[config.mk]
export PLATFORM = sky130hd
export DESIGN_NAME = watch_set_ctrl
export DESIGN_NICKNAME = d
export VERILOG_FILES = /design/src/rtl/watch_set_ctrl.sv
export SDC_FILE = /design/constraint.sdc
export NUM_CORES = 1
export LEC_CHECK = 0
export CORE_ASPECT_RATIO = 1.1
export CORE_MARGIN = 8
export CORE_UTILIZATION = 48
export CTS_CLUSTER_DIAMETER = 200
export DETAILED_ROUTE_END_ITERATION = 16
export PLACE_DENSITY = 0.71
export REMOVE_ABC_BUFFERS = 1
export SLEW_MARGIN = 20
export SYNTH_ARGS = -nofsm -noshare
export SYNTH_HDL_FRONTEND = slang
export SYNTH_SLANG_ARGS = --single-unit
[constraint.sdc]
create_clock -name clk -period 4.69 [get_ports clk]
set_clock_uncertainty 0.1 [all_clocks]
set_input_delay 1.1725 -clock clk [delete_from_list [all_inputs] [get_ports clk]]
set_output_delay 1.1725 -clock clk [all_outputs]
set_load 0.01 [all_outputs]
[src/rtl/watch_set_ctrl.sv]
// rtl/watch_set_ctrl.sv - 24h watch timekeeper with button-driven time-set FSM
// Optional idle auto-exit from set mode: define WATCH_SET_TIMEOUT_EN.
module watch_set_ctrl #(
   parameter int TICK_DIV      = 1_000_000,
   parameter int INIT_HOUR     = 12,
   parameter int TIMEOUT_TICKS = 1000
) (
   input  logic        clk,
   input  logic        reset,
   input  logic        btn_mode,
   input  logic        btn_up,
   input  logic        btn_down,
   output logic [23:0] o_w_time,
   output logic [1:0]  o_w_state,
   output logic        o_tick
);

   localparam int               DIV_W    = (TICK_DIV > 1) ? $clog2(TICK_DIV) : 1;
   localparam logic [DIV_W-1:0] DIV_LAST = DIV_W'(TICK_DIV - 1);

   localparam logic [1:0] ST_RUN      = 2'b00;
   localparam logic [1:0] ST_SET_HOUR = 2'b01;
   localparam logic [1:0] ST_SET_MIN  = 2'b10;
   localparam logic [1:0] ST_SET_SEC  = 2'b11;

   logic [2:0]       r_btn_q;
   logic [2:0]       r_btn_q2;
   logic [2:0]       w_btn_edge;
   logic             w_mode_e;
   logic             w_up_e;
   logic             w_down_e;
   logic             w_adj_up;
   logic             w_adj_dn;
   logic             w_tick;
   logic             w_timeout;

   logic [1:0]       r_state;
   logic [1:0]       w_state_nxt;
   logic [DIV_W-1:0] r_div;
   logic             r_tick;

   logic [4:0]       r_hour;
   logic [5:0]       r_min;
   logic [5:0]       r_sec;
   logic [6:0]       r_msec;

   // Modulo step used by the set-mode adjust; never carries into neighbours.
   function automatic logic [5:0] f_step(input logic [5:0] v, input logic [5:0] max_v,
                                         input logic up);
      if (up) f_step = (v == max_v) ? 6'd0 : v + 6'd1;
      else    f_step = (v == 6'd0) ? max_v : v - 6'd1;
   endfunction

   always_ff @(posedge clk) begin
      if (reset) begin
         r_btn_q  <= '0;
         r_btn_q2 <= '0;
      end else begin
         r_btn_q  <= {btn_mode, btn_up, btn_down};
         r_btn_q2 <= r_btn_q;
      end
   end

   assign w_btn_edge = r_btn_q & ~r_btn_q2;
   assign w_mode_e   = w_btn_edge[2];
   assign w_up_e     = w_btn_edge[1];
   assign w_down_e   = w_btn_edge[0];
   assign w_adj_up   = w_up_e & ~w_down_e & ~w_mode_e;
   assign w_adj_dn   = w_down_e & ~w_up_e & ~w_mode_e;
   assign w_tick     = (r_state == ST_RUN) && !w_mode_e && (r_div == DIV_LAST);

`ifdef WATCH_SET_TIMEOUT_EN
   logic [DIV_W-1:0] r_idle_div;
   logic [31:0]      r_idle_cnt;

   // The main divider is frozen in set mode, so idle time uses its own prescaler.
   always_ff @(posedge clk) begin
      if (reset || (r_state == ST_RUN) || (|w_btn_edge)) begin
         r_idle_div <= '0;
         r_idle_cnt <= '0;
      end else if (r_idle_div == DIV_LAST) begin
         r_idle_div <= '0;
         if (r_idle_cnt < 32'(TIMEOUT_TICKS)) r_idle_cnt <= r_idle_cnt + 32'd1;
      end else begin
         r_idle_div <= r_idle_div + 1'b1;
      end
   end

   assign w_timeout = (r_idle_cnt >= 32'(TIMEOUT_TICKS)) && !(|w_btn_edge);
`else
   assign w_timeout = 1'b0;
`endif

   always_comb begin
      w_state_nxt = r_state;
      if (w_mode_e)
         w_state_nxt = r_state + 2'd1;
      else if (w_timeout && (r_state != ST_RUN))
         w_state_nxt = ST_RUN;
   end

   always_ff @(posedge clk) begin
      if (reset) r_state <= ST_RUN;
      else       r_state <= w_state_nxt;
   end

   always_ff @(posedge clk) begin
      if (reset) begin
         r_div  <= '0;
         r_tick <= 1'b0;
      end else if ((r_state != ST_RUN) || w_mode_e) begin
         r_div  <= '0;
         r_tick <= 1'b0;
      end else if (r_div == DIV_LAST) begin
         r_div  <= '0;
         r_tick <= 1'b1;
      end else begin
         r_div  <= r_div + 1'b1;
         r_tick <= 1'b0;
      end
   end

   always_ff @(posedge clk) begin
      if (reset) begin
         r_hour <= 5'(INIT_HOUR);
         r_min  <= '0;
         r_sec  <= '0;
         r_msec <= '0;
      end else if (r_state == ST_RUN) begin
         if (w_mode_e) begin
            r_msec <= '0;
         end else if (w_tick) begin
            if (r_msec == 7'd99) begin
               r_msec <= '0;
               if (r_sec == 6'd59) begin
                  r_sec <= '0;
                  if (r_min == 6'd59) begin
                     r_min  <= '0;
                     r_hour <= (r_hour == 5'd23) ? 5'd0 : r_hour + 5'd1;
                  end else begin
                     r_min <= r_min + 6'd1;
                  end
               end else begin
                  r_sec <= r_sec + 6'd1;
               end
            end else begin
               r_msec <= r_msec + 7'd1;
            end
         end
      end else if (w_adj_up || w_adj_dn) begin
         case (r_state)
            ST_SET_HOUR: r_hour <= 5'(f_step({1'b0, r_hour}, 6'd23, w_adj_up));
            ST_SET_MIN:  r_min  <= f_step(r_min, 6'd59, w_adj_up);
            ST_SET_SEC:  r_sec  <= f_step(r_sec, 6'd59, w_adj_up);
            default:     r_msec <= r_msec;
         endcase
      end
   end

   assign o_w_time  = {r_hour, r_min, r_sec, r_msec};
   assign o_w_state = r_state;
   assign o_tick    = r_tick;

endmodule

==> key figures <==
Synthesis
  – Xor/xnor share of the synthesized area: 6.92%
  – Post-synthesis mux area share: 1.77%
  – Mean Syn Cell Area: 8.20 um^2
  – Cells after Synth: 370
  – Main combinational cell family by area after synthesis: simple AND/OR/NAND/NOR gates
  – Main synth FF type: dfxtp_1
  – Post-synth EDFFs: 0
  – Adder-cell share of the synthesized area: 5.77%
  – Synth Register Bits: 53
  – Register area share after synthesis: 35.0%
  – Async set-reset flop share out of synthesis: 0%
  – Mapped Area: 0.00304 mm^2
  – Post-synthesis simple-gate area fraction: 27.2%
  – Synthesis Warnings: 0
  – Yosys cell types: 49
  – Synth Area in Compound Gates: 18.8%

Placed design
  – Pre-CTS setup slack: 1310 ps
  – Detailed placement HPWL: 4760 um
  – Placer Congestion: 0.813
  – Port buffer count: 31
  – Placed instance count: 464

Routing
  – WL/cell: 14.1 um
  – Antenna viol nets, final: 0
  – Total wire length: 6660 um
  – Drt first-iter violations: 115
  – Residual DRC count: 0
  – Vias per cell: 5.77
  – Vias: 2723
  – Drt first pass iters: 4

STA
  – Slew Limit Fails: 0
  – Tightest Pin Transition: 815 ps
  – Final hold viol count: 0
  – RSZ-0062 raised after global routing: false
  – Setup violators final: 0
  – Fin Hold WS: 364 ps
  – Period utilization: 64.8%
  – Crit path time final: 3040 ps
  – Rel. slew slack: 45.5%
  – Final TNS setup: 0 ps
  – Fmax achieved: 0.329 GHz
  – Final setup margin: 1650 ps

Critical path
  – Slowest stage delay, CP: 740 ps
  – Crit path capture type: register
  – Setup crit end: r_div[19]
  – Setup slack, reg-to-reg: 1770 ps
  – Critical path depth: 5
  – Worst reg2reg startpoint: o_w_state[0]
  – Crit Path Max Fanout: 25
  – Slowest CP cell: nand4_1
  – Crit path arrival time: 3160 ps
  – Number of buffers and inverters on the critical path: 3
  – Top delay family on crit path: simple AND/OR/NAND/NOR gates
  – Reg2reg path depth: 7
  – Worst setup SP type: primary input
  – WP data required: 4810 ps
  – Critical path class: in -> reg
  – Crit path from: reset
  – R2r endpoint: r_sec[5]
  – Cells along the critical path: clkdlybuf4s50_1, buf_4, inv_1, nand4_1, nor2_1

Power
  – Pwr/cell area: 239 mW/mm^2
  – Pleak: 1.14 nW
  – Worst VDD drop: 0.201 mV
  – Total chip power: 0.000837 W

Floorplanning
  – Starting Density: 49.3%
  – Die Span X: 91.8 um
  – Die Area: 0.00913 mm^2
  – Die Y: 99.4 um
  – Core Area: 0.00616 mm^2
  – Rows: 30
  – IO Count: 32

Clocking
  – Clock net sink count: 53
  – CTS resizes: 0
  – Clk slew on worst S/H paths: 90 ps
  – Hold Buf Count CTS: 0
  – Setup Buffers After CTS: 0
  – CTS buffer count: 5
  – Root buffer cell: clkbuf_8
  – Maximum clock insertion buffer count: 2
  – CTS tree: built
  – Clk_lat worst skew: 300 ps
  – CTS H-tree lvls: 2

Finish
  – Most common cell after layout, fill and taps aside: dfxtp_1
  – Antenna diodes: 0
  – Layout cells sized above 1: 5.61%
  – Most frequent cells in the layout: dfxtp_1, nor2_1, clkdlybuf4s50_1
  – Non-Filler Instances: 472
  – Nets: 410
  – Area delta synth->final: 15.2%

Run status
  – Run status: completed

Global routing
  – Tot GR Track Use: 14.9%
  – Vias in the first global route: 2565
  – GR Overflow Total: 0
  – Largest net degree at the start of global routing: 26
  – Initial antenna violation count: 0
  – First-pass GRT wire length: 11800 um

Run
  – Max-cap violations: 0

Min path
  – Worst hold stages: 1
  – Worst hold path type: reg -> reg
## synth_stat cells (all sizes together), types with 2 or more instances
| library cell | instances | area share [%] |
|---|---|---|
| o31ai | 6 | 1.5 |
| clkbuf | 17 | 2.1 |
| nand3 | 16 | 2.8 |
| nor3b | 2 | 0.49 |
| nor3 | 16 | 2.6 |
| nand2 | 17 | 2.1 |
| a31oi | 5 | 1.0 |
| o41ai | 2 | 0.58 |
| xnor2 | 19 | 5.5 |
| inv | 16 | 2.0 |
| o211ai | 6 | 1.5 |
| mux2 | 3 | 1.1 |
| or4 | 4 | 0.99 |
| dfxtp | 53 | 35 |
| o21ai | 19 | 3.1 |
| nand4 | 11 | 2.3 |
| nor2 | 42 | 5.2 |
| nor2b | 12 | 2.5 |
| or2 | 3 | 0.62 |
| and3 | 7 | 1.4 |
| nand2b | 5 | 1.0 |
| buf | 2 | 0.54 |
| ha | 14 | 5.8 |
| xor2 | 5 | 1.4 |
| nand3b | 7 | 1.7 |
| o311ai | 3 | 0.87 |
| nor4 | 6 | 1.2 |
| a211oi | 7 | 1.7 |
| mux2i | 2 | 0.66 |
| o221a | 6 | 2.2 |
| a21oi | 16 | 2.6 |
| and2 | 4 | 0.82 |
| or3 | 2 | 0.41 |
| a311oi | 3 | 0.87 |
## registers in the layout, summed over array words and instances, names as in the netlist
register / flops
o_tick: 1
o_w_state: 2
r_btn_q: 3
r_btn_q2: 3
r_div: 20
r_hour: 5
r_min: 6
r_msec: 7
r_sec: 6
## worst min path at each step
stage                     startpoint          end  slack, ps
after floorplan           r_btn_q[0]  r_btn_q2[0]        330
after global placement      r_div[0]     r_div[0]        340
after detailed placement  r_btn_q[0]  r_btn_q2[0]        350
after CTS                 r_btn_q[0]  r_btn_q2[0]        370
after global routing      r_btn_q[0]  r_btn_q2[0]        370
final                     r_btn_q[0]  r_btn_q2[0]        360
## stage by stage
stage / util (%) / area, um^2
global route: 56.8 / 3500
CTS: 56.8 / 3500
floorplan: - / 2960
finish: 56.8 / 3500
detailed placement: 55.0 / 3390
global placement: 55.0 / 3390
## cell families after synthesis
kind of cell | count (synthesis)
buffers and inverters | 35
DFF | 53
and+or+nand+nor | 157
muxes | 5
xor gates and xnor gates | 24
adders and majority gates | 14
AOI/OAI and AO/OA | 82
## layer usage
metal	share of wire (%)	wire length [um]	GRT usage [%]
met1	46	3040	18.5
met2	49	3270	25.3
met5	0	0	0
met3	4.4	292	3.47
met4	0.80	53	3.85
## worst reg2reg max path, stage by stage (launching register included)
cell	delay [ps]
dfxtp_1	420
inv_1	90
ha_1	340
inv_1	280
o31a_1	700
mux2_2	410
or4_1	390
a21oi_1	150
## where the power goes
group / leakage [nW] / switching, W / total, W / internal (W)
sequential: 0.429 / 0.00000430 / 0.000460 / 0.000455
clock: 0.0554 / 0.000145 / 0.000305 / 0.000160
combinational: 0.651 / 0.0000467 / 0.0000720 / 0.0000253
total: 1.14 / 0.000196 / 0.000837 / 0.000641
## final cells by class
cell class | instances | area [um^2]
fillers | 609 | 2660
multi-input cells | 282 | 1840
flip-flops and latches | 53 | 1060
repair buffers | 33 | 325
well taps | 80 | 100
clock buffers | 6 | 72.6
inverters | 16 | 60.1
clock inverters | 2 | 38.8
Power figures use the tool's default switching activity.
